File: config.mk
export PLATFORM = sky130hd
export DESIGN_NAME = seq_detector_param_flat
export DESIGN_NICKNAME = d
export VERILOG_FILES = /design/src/rtl/seq_det_pkg.sv /design/src/rtl/seq_detector_param_if.sv /design/src/rtl/seq_detector_param_sat_counter.sv /design/src/rtl/seq_detector_param.sv /design/src/flat_wrapper.sv
export SDC_FILE = /design/constraint.sdc
export NUM_CORES = 1
export LEC_CHECK = 0
export CAP_MARGIN = 30
export CORE_ASPECT_RATIO = 0.5
export CORE_MARGIN = 2
export CORE_UTILIZATION = 45
export DETAILED_ROUTE_END_ITERATION = 10
export HOLD_SLACK_MARGIN = 0.03
export PLACE_DENSITY = 0.71
export REMOVE_ABC_BUFFERS = 1
export SETUP_SLACK_MARGIN = 0.1
export SLEW_MARGIN = 15
export SYNTH_ARGS = -nofsm -noshare
export SYNTH_HDL_FRONTEND = slang
export SYNTH_SLANG_ARGS = --single-unit
File: constraint.sdc
create_clock -name clk -period 4 [get_ports clk]
set_input_delay 1.2 -clock clk [delete_from_list [all_inputs] [get_ports clk]]
set_output_delay 1.2 -clock clk [all_outputs]
set_load 0.005 [all_outputs]
File: src/rtl/seq_det_pkg.sv
`default_nettype none
// ============================================================================
//  Module   : seq_det_pkg
//  Brief    : Shared constants and helpers for the parametrised sequence
//             detector (length-field width, reset defaults, length clamp).
//  Revision : 1.0 - initial release
// ============================================================================
package seq_det_pkg;

   // Reset-time configuration used when the top-level parameters are left alone.
   localparam logic [7:0] DEFAULT_PATTERN = 8'b0000_1011;
   localparam int         DEFAULT_LEN     = 4;
   localparam logic       DEFAULT_OVERLAP = 1'b1;

   // Width of a field able to hold any length 0..max_len.
   function automatic int lw_for(input int max_len);
      return $clog2(max_len + 1);
   endfunction

   // Clamp a requested pattern length into the legal 1..max_len range.
   function automatic int clamp_len(input int req_len, input int max_len);
      if (req_len < 1) begin
         return 1;
      end else if (req_len > max_len) begin
         return max_len;
      end else begin
         return req_len;
      end
   endfunction

endpackage
`default_nettype wire

File: src/rtl/seq_detector_param_if.sv
`default_nettype none
// ============================================================================
//  Module   : seq_detector_param_if
//  Brief    : Bit-stream, configuration and status bundle of the sequence
//             detector. The master drives data/config, the slave (detector)
//             returns the match pulse, count and armed flag.
//  Revision : 1.0 - initial release
// ============================================================================
interface seq_detector_param_if
   import seq_det_pkg::*;
#(
   parameter int MAX_LEN = 8,
   parameter int CNT_W   = 8
) ();

   localparam int LW = lw_for(MAX_LEN);

   logic               en;
   logic               x;
   logic               cfg_load;
   logic [MAX_LEN-1:0] cfg_pattern;
   logic [LW-1:0]      cfg_len;
   logic               cfg_overlap;
   logic               cnt_clr;
   logic               z;
   logic [CNT_W-1:0]   match_count;
   logic               armed;

   modport master (
      output en, x, cfg_load, cfg_pattern, cfg_len, cfg_overlap, cnt_clr,
      input  z, match_count, armed
   );

   modport slave (
      input  en, x, cfg_load, cfg_pattern, cfg_len, cfg_overlap, cnt_clr,
      output z, match_count, armed
   );

endinterface
`default_nettype wire

File: src/rtl/seq_detector_param_sat_counter.sv
`default_nettype none
// ============================================================================
//  Module   : sat_counter
//  Brief    : Saturating up-counter with synchronous clear. A clear that
//             coincides with an increment lands on 1 so the event is kept.
//  Revision : 1.0 - initial release
// ============================================================================
module sat_counter
   import seq_det_pkg::*;
#(
   parameter int CNT_W = 8
) (
   input  logic             clk,
   input  logic             rst,
   input  logic             inc,
   input  logic             clr,
   output logic [CNT_W-1:0] count
);

   localparam logic [CNT_W-1:0] CNT_MAX = '1;

   // Clear has priority but still records a same-cycle increment; otherwise count up and stick at max.
   always_ff @(posedge clk) begin
      if (rst) begin
         count <= '0;
      end else if (clr) begin
         count <= inc ? CNT_W'(1) : '0;
      end else if (inc && (count != CNT_MAX)) begin
         count <= count + CNT_W'(1);
      end
   end

endmodule
`default_nettype wire

File: src/rtl/seq_detector_param.sv
`default_nettype none
// ============================================================================
//  Module   : seq_detector_param
//  Brief    : Runtime-configurable serial pattern detector. Qualified bits are
//             shifted into a history register; a fill counter tracks how many
//             valid bits it holds. A registered one-cycle pulse flags each
//             match and a saturating counter accumulates them.
//  Revision : 1.0 - initial release
// ============================================================================
module seq_detector_param
   import seq_det_pkg::*;
#(
   parameter int                 MAX_LEN         = 8,
   parameter int                 CNT_W           = 8,
   parameter logic [MAX_LEN-1:0] DEFAULT_PATTERN = MAX_LEN'(seq_det_pkg::DEFAULT_PATTERN),
   parameter int                 DEFAULT_LEN     = seq_det_pkg::DEFAULT_LEN,
   parameter logic               DEFAULT_OVERLAP = seq_det_pkg::DEFAULT_OVERLAP
) (
   input  logic                 clk,
   input  logic                 rst,
   seq_detector_param_if.slave  bus
);

   localparam int LW = lw_for(MAX_LEN);

   // Active configuration
   logic [MAX_LEN-1:0] pat;
   logic [LW-1:0]      len;
   logic               overlap;

   // History and status
   logic [MAX_LEN-1:0] shift;
   logic [LW-1:0]      fill;
   logic               z;
   logic               armed;

   // Next-state helpers
   logic               accept;
   logic [MAX_LEN-1:0] nshift;
   logic [MAX_LEN-1:0] len_mask;
   logic [LW-1:0]      nfill;
   logic [LW-1:0]      fill_next;
   logic               hit;
   logic [LW-1:0]      load_len;

   assign accept   = bus.en && !bus.cfg_load;
   assign nshift   = {shift[MAX_LEN-2:0], bus.x};
   assign load_len = LW'(clamp_len(int'(bus.cfg_len), MAX_LEN));

   // Only the low len bits of history and pattern take part in the comparison.
   always_comb begin
      len_mask = '0;
      for (int i = 0; i < MAX_LEN; i++) begin
         len_mask[i] = (i < int'(len));
      end
   end

   // Fill saturates at len; a match in non-overlap mode restarts the history count.
   always_comb begin
      nfill     = (fill >= len) ? len : (fill + LW'(1));
      hit       = accept && (nfill == len) && (((nshift ^ pat) & len_mask) == '0);
      fill_next = (hit && !overlap) ? '0 : nfill;
   end

   // Configuration, history, match pulse and armed flag; cfg_load wins over a data bit.
   always_ff @(posedge clk) begin
      if (rst) begin
         pat     <= DEFAULT_PATTERN;
         len     <= LW'(DEFAULT_LEN);
         overlap <= DEFAULT_OVERLAP;
         shift   <= '0;
         fill    <= '0;
         z       <= 1'b0;
         armed   <= 1'b0;
      end else if (bus.cfg_load) begin
         pat     <= bus.cfg_pattern;
         len     <= load_len;
         overlap <= bus.cfg_overlap;
         shift   <= '0;
         fill    <= '0;
         z       <= 1'b0;
         armed   <= 1'b0;
      end else if (accept) begin
         shift   <= nshift;
         fill    <= fill_next;
         z       <= hit;
         armed   <= (fill_next == len);
      end else begin
         z       <= 1'b0;
      end
   end

   sat_counter #(
      .CNT_W (CNT_W)
   ) u_match_cnt (
      .clk   (clk),
      .rst   (rst),
      .inc   (hit),
      .clr   (bus.cnt_clr),
      .count (bus.match_count)
   );

   assign bus.z     = z;
   assign bus.armed = armed;

endmodule
`default_nettype wire
File: src/flat_wrapper.sv
// flat-port wrapper written by rule: the top's interface ports become plain ports
module seq_detector_param_flat import seq_det_pkg::*;
#(
   parameter int                 MAX_LEN         = 8,
   parameter int                 CNT_W           = 8,
   parameter logic [MAX_LEN-1:0] DEFAULT_PATTERN = MAX_LEN'(seq_det_pkg::DEFAULT_PATTERN),
   parameter int                 DEFAULT_LEN     = seq_det_pkg::DEFAULT_LEN,
   parameter logic               DEFAULT_OVERLAP = seq_det_pkg::DEFAULT_OVERLAP
)
  (clk, rst, bus_en, bus_x, bus_cfg_load, bus_cfg_pattern, bus_cfg_len, bus_cfg_overlap, bus_cnt_clr, bus_z, bus_match_count, bus_armed);
  seq_detector_param_if #(.MAX_LEN(MAX_LEN), .CNT_W(CNT_W)) bus_i ();
  input  logic clk;
  input  logic rst;
  input wire logic [$bits(bus_i.en)-1:0] bus_en;
  input wire logic [$bits(bus_i.x)-1:0] bus_x;
  input wire logic [$bits(bus_i.cfg_load)-1:0] bus_cfg_load;
  input wire logic [$bits(bus_i.cfg_pattern)-1:0] bus_cfg_pattern;
  input wire logic [$bits(bus_i.cfg_len)-1:0] bus_cfg_len;
  input wire logic [$bits(bus_i.cfg_overlap)-1:0] bus_cfg_overlap;
  input wire logic [$bits(bus_i.cnt_clr)-1:0] bus_cnt_clr;
  output wire logic [$bits(bus_i.z)-1:0] bus_z;
  output wire logic [$bits(bus_i.match_count)-1:0] bus_match_count;
  output wire logic [$bits(bus_i.armed)-1:0] bus_armed;
  assign bus_i.en = bus_en;
  assign bus_i.x = bus_x;
  assign bus_i.cfg_load = bus_cfg_load;
  assign bus_i.cfg_pattern = bus_cfg_pattern;
  assign bus_i.cfg_len = bus_cfg_len;
  assign bus_i.cfg_overlap = bus_cfg_overlap;
  assign bus_i.cnt_clr = bus_cnt_clr;
  assign bus_z = bus_i.z;
  assign bus_match_count = bus_i.match_count;
  assign bus_armed = bus_i.armed;
  seq_detector_param #(.MAX_LEN(MAX_LEN), .CNT_W(CNT_W), .DEFAULT_PATTERN(DEFAULT_PATTERN), .DEFAULT_LEN(DEFAULT_LEN), .DEFAULT_OVERLAP(DEFAULT_OVERLAP)) u_core (.clk(clk), .rst(rst), .bus(bus_i));
endmodule
==> metrics.md, run 1 <==
| Metric | Value |
|---|---|
| Outcome | `finished clean` |
| DRT Wirelength | `4.17 mm` |
| Post-route fraction of the period consumed by the critical path | `78.8%` |
| Setup slack, reg-to-reg | `1460 ps` |
| Register area | `681 um2` |
| Largest family of logic cells by synthesized area | `simple AND/OR/NAND/NOR gates` |
| Clock tree from TritonCTS | `yes` |
| Pin count of the biggest net entering global routing | `19` |
| Main area contributors after synthesis | `sky130_fd_sc_hd__dfxtp_1 (35%), sky130_fd_sc_hd__mux2i_1 (8.2%), sky130_fd_sc_hd__nor2_1 (5.6%), sky130_fd_sc_hd__ha_1 (3.9%), sky130_fd_sc_hd__xnor2_1 (3.2%)` |
| Crit. End Element | `flop` |
| Number of core rows | `16` |
| Arrival time of data at the critical path endpoint | `3370 ps` |
| Minimum clock period after layout | `3150 ps` |
| Post-layout util | `57.2%` |
| Initial core utilization | `48.3%` |
| Reg2Reg Capture Point | `u_core.u_match_cnt.count[4]` |
| Share of the synthesized area in the top cell type | `35.0%` |
| Estimated wirelength of the detail-placed design | `2.96 mm` |
| Largest fanout of any net on the critical path | `15` |
| N_diodes | `0` |
| Worst Min Path Start | `u_core.u_match_cnt.count[5]` |
| Routed WL per cell | `14.4 um` |
| Die outline width | `97.0 um` |
| Vias in the first global route | `1496` |
| Launching element of the worst setup path | `bus_x` |
| Most frequent cells after synthesis | `sky130_fd_sc_hd__dfxtp_1 (34), sky130_fd_sc_hd__nor2_1 (29), sky130_fd_sc_hd__mux2i_1 (16)` |
| Instance count after placement with tap cells included | `282` |
| Worst reg2reg startpoint | `u_core.len[3]` |
| RSZ-0062 raised after global routing | `no` |
| Clock transition at the registers of the reported paths | `70 ps` |
| Count of input and output buffers | `28` |
| Number of max-cap violations | `0` |
| Vias per inst | `5.47` |
| Post-synthesis cell type count | `50` |
| Clock tree buffer depth | `2` |
| Overall die height | `50.5 um` |
| Data required, critical path | `4210 ps` |
| Post-CTS Hold Fix Bufs | `0` |
| Yosys top cell by area | `sky130_fd_sc_hd__dfxtp_1` |
| Post-synthesis to final-layout area growth | `18.5%` |
| Most common cell in the synthesized netlist | `sky130_fd_sc_hd__dfxtp_1` |
| Gates resized, CTS repair | `0` |
| Synthesized instance count | `211` |
| Number of synthesized flops with an enable pin | `0` |
| Multiplexer share of the synthesized area | `8.82%` |
| Sequential fraction of the synthesis area | `35.0%` |
| Worst Reg-to-Reg Cells | `8` |
| GR Util All Layers | `18.4%` |
| Fill cell count | `355` |
| Count of clock tree sinks | `34` |
| Total number of vias | `1587` |
| Power density normalized to cell area | `316 nW/um2` |
| Xor and xnor area share after synthesis | `6.69%` |
| Worst supply voltage drop on vdd | `0.000206 V` |
| Wire length of the first global-routing pass | `7.18 mm` |
| Clock root buffer | `sky130_fd_sc_hd__clkbuf_8` |
| Proportion of layout cells with a drive suffix above 1 | `9.75%` |
| Async set or reset register ratio after synthesis | `0%` |
| Number of iterations in the first detailed-routing pass | `4` |
| Top flip-flop cell by instance count after synthesis | `sky130_fd_sc_hd__dfxtp_1` |
| Number of max-slew violations in the final report | `0` |
| Per-instance average area after synthesis | `9.22 um2` |
| Fmax | `0.317 GHz` |
| Final standard cell count with taps included and fillers excluded | `290` |
| Post-synthesis register bit count | `34` |
| Residual overflow from global routing | `0` |
| Sum of negative setup slack | `0 ps` |
| Total die area | `4890 um2` |
| DRC viols | `0` |
| Total chip power | `0.727 mW` |
| Final Setup Violations | `0` |
| Synth Area in Simple Gates | `19.8%` |
| Gp weighted congestion | `0.815` |
| Critical path startpoint category | `primary input` |
| Worst-margin pin slew | `667 ps` |
| Total count of hold-check failures in the final report | `0` |
| Final clock skew | `6.56 ps` |
| Area of the multi-input gates | `1140 um2` |
| Slew Limit Headroom | `55.4%` |
| Nets@finish | `260` |
| Critical Path End | `u_core.u_match_cnt.count[4]` |
| Starting DRC count in detailed routing | `86` |
| Warnings, synthesis | `0` |
| Hold crit path type | `reg -> reg` |
| H-tree depth | `2` |
| Netlist area before placement | `1940 um2` |
| DRT antenna net count | `0` |
| Post-synthesis share of cell area spent on full adders, half adders and majority gates | `3.86%` |
| Leakage | `0.853 nW` |
| Post-synthesis compound-gate area fraction | `19.4%` |
| Area of the core region | `4020 um2` |
| Antenna violations before repair | `0` |
| Worst-Skew Late Latency | `280 ps` |
| Num ports | `29` |
| Setup repair bufs after CTS | `0` |
| Clock buffer count from CTS | `5` |
| Worst setup path class | `in -> reg` |
worst min path at each step:
stage / to / slack (ps) / cells after the start
final: u_core.u_match_cnt.count[5] / 480 / 2
after global routing: u_core.u_match_cnt.count[5] / 500 / 2
after CTS: u_core.u_match_cnt.count[5] / 480 / 2
after detailed placement: u_core.u_match_cnt.count[5] / 470 / 2
after global placement: u_core.u_match_cnt.count[5] / 470 / 2
after floorplan: u_core.u_match_cnt.count[5] / 470 / 2
per-stage QoR:
step | worst slack [ps] | hold slack, ps | cell area (um2)
4_1_cts | 870 | 484 | 2300
5_1_grt | 773 | 500 | 2300
2_1_floorplan | 1260 | 468 | 1840
3_5_place_dp | 611 | 474 | 2210
6_report | 848 | 483 | 2300
3_3_place_gp | 679 | 469 | 2210
worst max-delay path: stages:
cell                              delay (ps)
sky130_fd_sc_hd__clkdlybuf4s50_1         500
sky130_fd_sc_hd__xnor2_1                 150
sky130_fd_sc_hd__o22ai_2                 110
sky130_fd_sc_hd__a2111oi_4               440
sky130_fd_sc_hd__o211ai_4                240
sky130_fd_sc_hd__or4_1                   540
sky130_fd_sc_hd__a21oi_1                 180
sequential cells by signal, indices dropped and copies added (netlist names):
name,cells
u_core.bus.armed,1
u_core.bus.z,1
u_core.fill,4
u_core.len,4
u_core.overlap,1
u_core.pat,8
u_core.shift,7
u_core.u_match_cnt.count,8
routing by layer:
metal,up-vias,GRT usage [%],wire (um)
met4,0,4.93,36
li1,807,-,-
met3,5,4.60,108
met2,19,30.0,1840
met1,756,24.8,2180
met5,-,0,0
layout by cell type (no fill, tap or decap), types with 3 or more instances in the layout:
master and count:
sky130_fd_sc_hd__nor2_1 29, sky130_fd_sc_hd__o31ai_1 6, sky130_fd_sc_hd__inv_1 6, sky130_fd_sc_hd__o41ai_1 3
sky130_fd_sc_hd__nand2_1 8, sky130_fd_sc_hd__nor2b_1 6, sky130_fd_sc_hd__nand3_1 8, sky130_fd_sc_hd__or4_1 4
sky130_fd_sc_hd__a21oi_1 12, sky130_fd_sc_hd__a211o_1 4, sky130_fd_sc_hd__o21ai_0 5, sky130_fd_sc_hd__mux2i_1 16
sky130_fd_sc_hd__ha_1 6, sky130_fd_sc_hd__or2_2 4, sky130_fd_sc_hd__clkdlybuf4s50_1 28, sky130_fd_sc_hd__clkbuf_8 6
sky130_fd_sc_hd__nand3b_1 4, sky130_fd_sc_hd__buf_4 3, sky130_fd_sc_hd__xor2_1 6, sky130_fd_sc_hd__xnor2_1 7
sky130_fd_sc_hd__dfxtp_1 34
final cells by class:
cell class	instances	area share, %
clock buffer	7	3.75
timing repair buffer	31	13.1
tap	54	2.93
inverter	6	0.978
multi-input combinational	157	49.4
clock inverter	1	0.217
sequential	34	29.5
cell families (layout without fill, tap and decap cells):
logic type | Yosys count | in the layout
AOI/OAI and AO/OA | 46 | 46
xor gates and xnor gates | 14 | 14
DFF | 34 | 34
adders and majority gates | 6 | 6
muxes | 17 | 17
and+or+nand+nor | 74 | 74
buffers and inverters | 20 | 45
where the power goes:
part           internal [mW]  total (mW)  switching, mW
clock network          0.139       0.259          0.120
logic                 0.0546       0.104         0.0491
registers              0.349       0.364         0.0155
Power figures use the tool's default switching activity.
==> inputs of run 2 (changes only) <==
Clock period 4 ns to 3.12 ns, I/O delays scaled along.
==> run 2 against run 1 <==
Compared with the run above: non-clock buffer count is 1 higher; critical endpoint is now u_core.u_match_cnt.count[7]; cell area is 0.33% lower; die area unchanged.
==> metrics.md, run 2 (synthesis gave the netlist of run 1 again) <==
| Metric | Value |
|---|---|
| Post-route fraction of the period consumed by the critical path | `91.1%` |
| Wire length of the first global-routing pass | `6.90 mm (was 7.18 mm)` |
| Number of iterations in the first detailed-routing pass | `4 (unchanged)` |
| Count of clock tree sinks | `34 (unchanged)` |
| Slew Limit Headroom | `57.0% (was 55.4%)` |
| Worst-margin pin slew | `642 ps (was 667 ps)` |
| Vias per inst | `5.48 (was 5.47)` |
| Sum of negative setup slack | `0 ps (unchanged)` |
| Clock tree buffer depth | `2 (unchanged)` |
| Total die area | `4890 um2 (unchanged)` |
| Setup WS pre-CTS | `-9.95 ps (was 611 ps)` |
| Gates resized, CTS repair | `0 (unchanged)` |
| Worst supply voltage drop on vdd | `0.000168 V (was 0.000206 V)` |
| Minimum clock period after layout | `2840 ps` |
| Post-layout util | `57.1% (was 57.2%)` |
| Clock tree from TritonCTS | `yes (unchanged)` |
| Final standard cell count with taps included and fillers excluded | `290 (unchanged)` |
| DRC viols | `0 (unchanged)` |
| Final clock skew | `5.22 ps (was 6.56 ps)` |
| Estimated wirelength of the detail-placed design | `3.03 mm (was 2.96 mm)` |
| DRT antenna net count | `0 (unchanged)` |
| Total count of hold-check failures in the final report | `0 (unchanged)` |
| Worst Reg-to-Reg Cells | `8 (unchanged)` |
| Largest fanout of any net on the critical path | `15 (unchanged)` |
| Number of core rows | `16 (unchanged)` |
| DRT Wirelength | `4.03 mm (was 4.17 mm)` |
| Post-CTS Hold Fix Bufs | `0 (unchanged)` |
| Area of the multi-input gates | `1140 um2 (unchanged)` |
| Count of input and output buffers | `28 (unchanged)` |
| Register area | `681 um2 (unchanged)` |
| Final Setup Violations | `0 (unchanged)` |
| Total number of vias | `1588 (was 1587)` |
| Arrival time of data at the critical path endpoint | `3050 ps (was 3370 ps)` |
| Most used cells in the layout excluding fill and tap cells | `sky130_fd_sc_hd__dfxtp_1 (34), sky130_fd_sc_hd__nor2_1 (29), sky130_fd_sc_hd__clkdlybuf4s50_1 (28) (unchanged)` |
| RSZ-0062 raised after global routing | `no (unchanged)` |
| Data required, critical path | `3330 ps (was 4210 ps)` |
| Minimum hold slack | `483 ps (about the same)` |
| Pin count of the biggest net entering global routing | `19 (unchanged)` |
| Initial core utilization | `48.3% (unchanged)` |
| Vias in the first global route | `1511 (was 1496)` |
| Design internal power | `0.671 mW (was 0.542 mW)` |
| Outcome | `finished clean (unchanged)` |
| Die outline width | `97.0 um (unchanged)` |
| Setup repair bufs after CTS | `0 (unchanged)` |
| H-tree depth | `2 (unchanged)` |
| Num ports | `29 (unchanged)` |
| Antenna violations before repair | `0 (unchanged)` |
| Gp weighted congestion | `0.876 (was 0.815)` |
| Instance count after placement with tap cells included | `283 (was 282)` |
| GR Util All Layers | `17.5% (was 18.4%)` |
| Leakage | `0.849 nW (was 0.853 nW)` |
| Starting DRC count in detailed routing | `37 (was 86)` |
| Fill cell count | `371 (was 355)` |
| N_diodes | `0 (unchanged)` |
| Fmax | `0.352 GHz` |
| Critical path startpoint category | `primary input (unchanged)` |
| Area of the core region | `4020 um2 (unchanged)` |
| Post-synthesis to final-layout area growth | `18.1% (was 18.5%)` |
| Number of max-slew violations in the final report | `0 (unchanged)` |
| Portion of total power attributed to the clock network | `33.1% (was 35.6%)` |
| Power dissipated by switching net loads | `0.225 mW (was 0.185 mW)` |
| Power density normalized to cell area | `390 nW/um2 (was 316 nW/um2)` |
| WHS Path Cells | `2 (unchanged)` |
| Clock root buffer | `sky130_fd_sc_hd__clkbuf_8 (unchanged)` |
| Crit. End Element | `flop (unchanged)` |
| Residual overflow from global routing | `0 (unchanged)` |
| Hold crit path type | `reg -> reg (unchanged)` |
| Largest registers | `u_core.pat: 8 flops, u_core.u_match_cnt.count: 8 flops, u_core.shift: 7 flops (unchanged)` |
| Switching fraction of total power | `25.1% (was 25.4%)` |
| Routed WL per cell | `13.9 um (was 14.4 um)` |
| Number of max-cap violations | `0 (unchanged)` |
| Part of the power in registers | `52.0% (was 50.1%)` |
| Clock transition at the registers of the reported paths | `70 ps (about the same)` |
| Setup WS post-layout | `279 ps (was 848 ps)` |
| Nets@finish | `261 (was 260)` |
| Worst-Skew Late Latency | `280 ps (about the same)` |
| Clock buffer count from CTS | `5 (unchanged)` |
| Proportion of layout cells with a drive suffix above 1 | `9.32% (was 9.75%)` |
| Commonest non-fill, non-tap cell in the layout | `sky130_fd_sc_hd__dfxtp_1 (unchanged)` |
| Overall die height | `50.5 um (unchanged)` |
| Combinational cell fraction of total power | `14.8% (was 14.3%)` |
| Worst setup path class | `in -> reg (unchanged)` |
run 2: cell types whose count changed in the layout (fill, tap and decap cells not counted), sizes merged:
cell,change
buf,+1
clkinv,-1
run 2: critical path, cell delays in order:
cell and delay [ps]:
sky130_fd_sc_hd__clkdlybuf4s50_1 510, sky130_fd_sc_hd__xnor2_1 150, sky130_fd_sc_hd__o22ai_2 110, sky130_fd_sc_hd__a2111oi_4 440
sky130_fd_sc_hd__o211ai_4 230, sky130_fd_sc_hd__or4_1 520, sky130_fd_sc_hd__a21oi_1 150
run 2: power by group through the flow:
stage,registers [mW],clock network (mW),logic [mW]
detailed placement,0.476,0,0.133
global placement,0.476,0,0.130
finish,0.466,0.297,0.133
global route,0.468,0.325,0.147
floorplan,0.471,0,0.0800
CTS,0.466,0.305,0.134
run 2: layout make-up:
type | instances | share of cell area (%)
clock buffer | 7 | 3.32
inverter | 6 | 0.981
multi-input combinational | 157 | 49.6
sequential | 34 | 29.6
tap | 54 | 2.94
timing repair buffer | 32 | 13.5
run 2: worst paths after layout:
check | startpoint | to | slack (ps)
worst max-delay path | bus_x | u_core.u_match_cnt.count[7] | 280
worst min-delay path | u_core.u_match_cnt.count[5] | u_core.u_match_cnt.count[5] | 480
worst max register to register | u_core.len[0] | u_core.fill[1] | 620
worst min register to register | u_core.u_match_cnt.count[5] | u_core.u_match_cnt.count[5] | 480
run 2: stage by stage:
| step | instance area, um2 | power, mW |
|---|---|---|
| after floorplan | 1840 | 0.551 |
| after global placement | 2220 | 0.606 |
| after detailed placement | 2220 | 0.609 |
| after CTS | 2300 | 0.905 |
| after global routing | 2300 | 0.940 |
| final | 2300 | 0.896 |
run 2: per-layer routing:
metal | part of all wire, % | GRT usage, %
met1 | 51 | 23.3
met5 | 0 | 0
met3 | 2.8 | 4.18
met4 | 0.099 | 4.23
met2 | 46 | 29.1
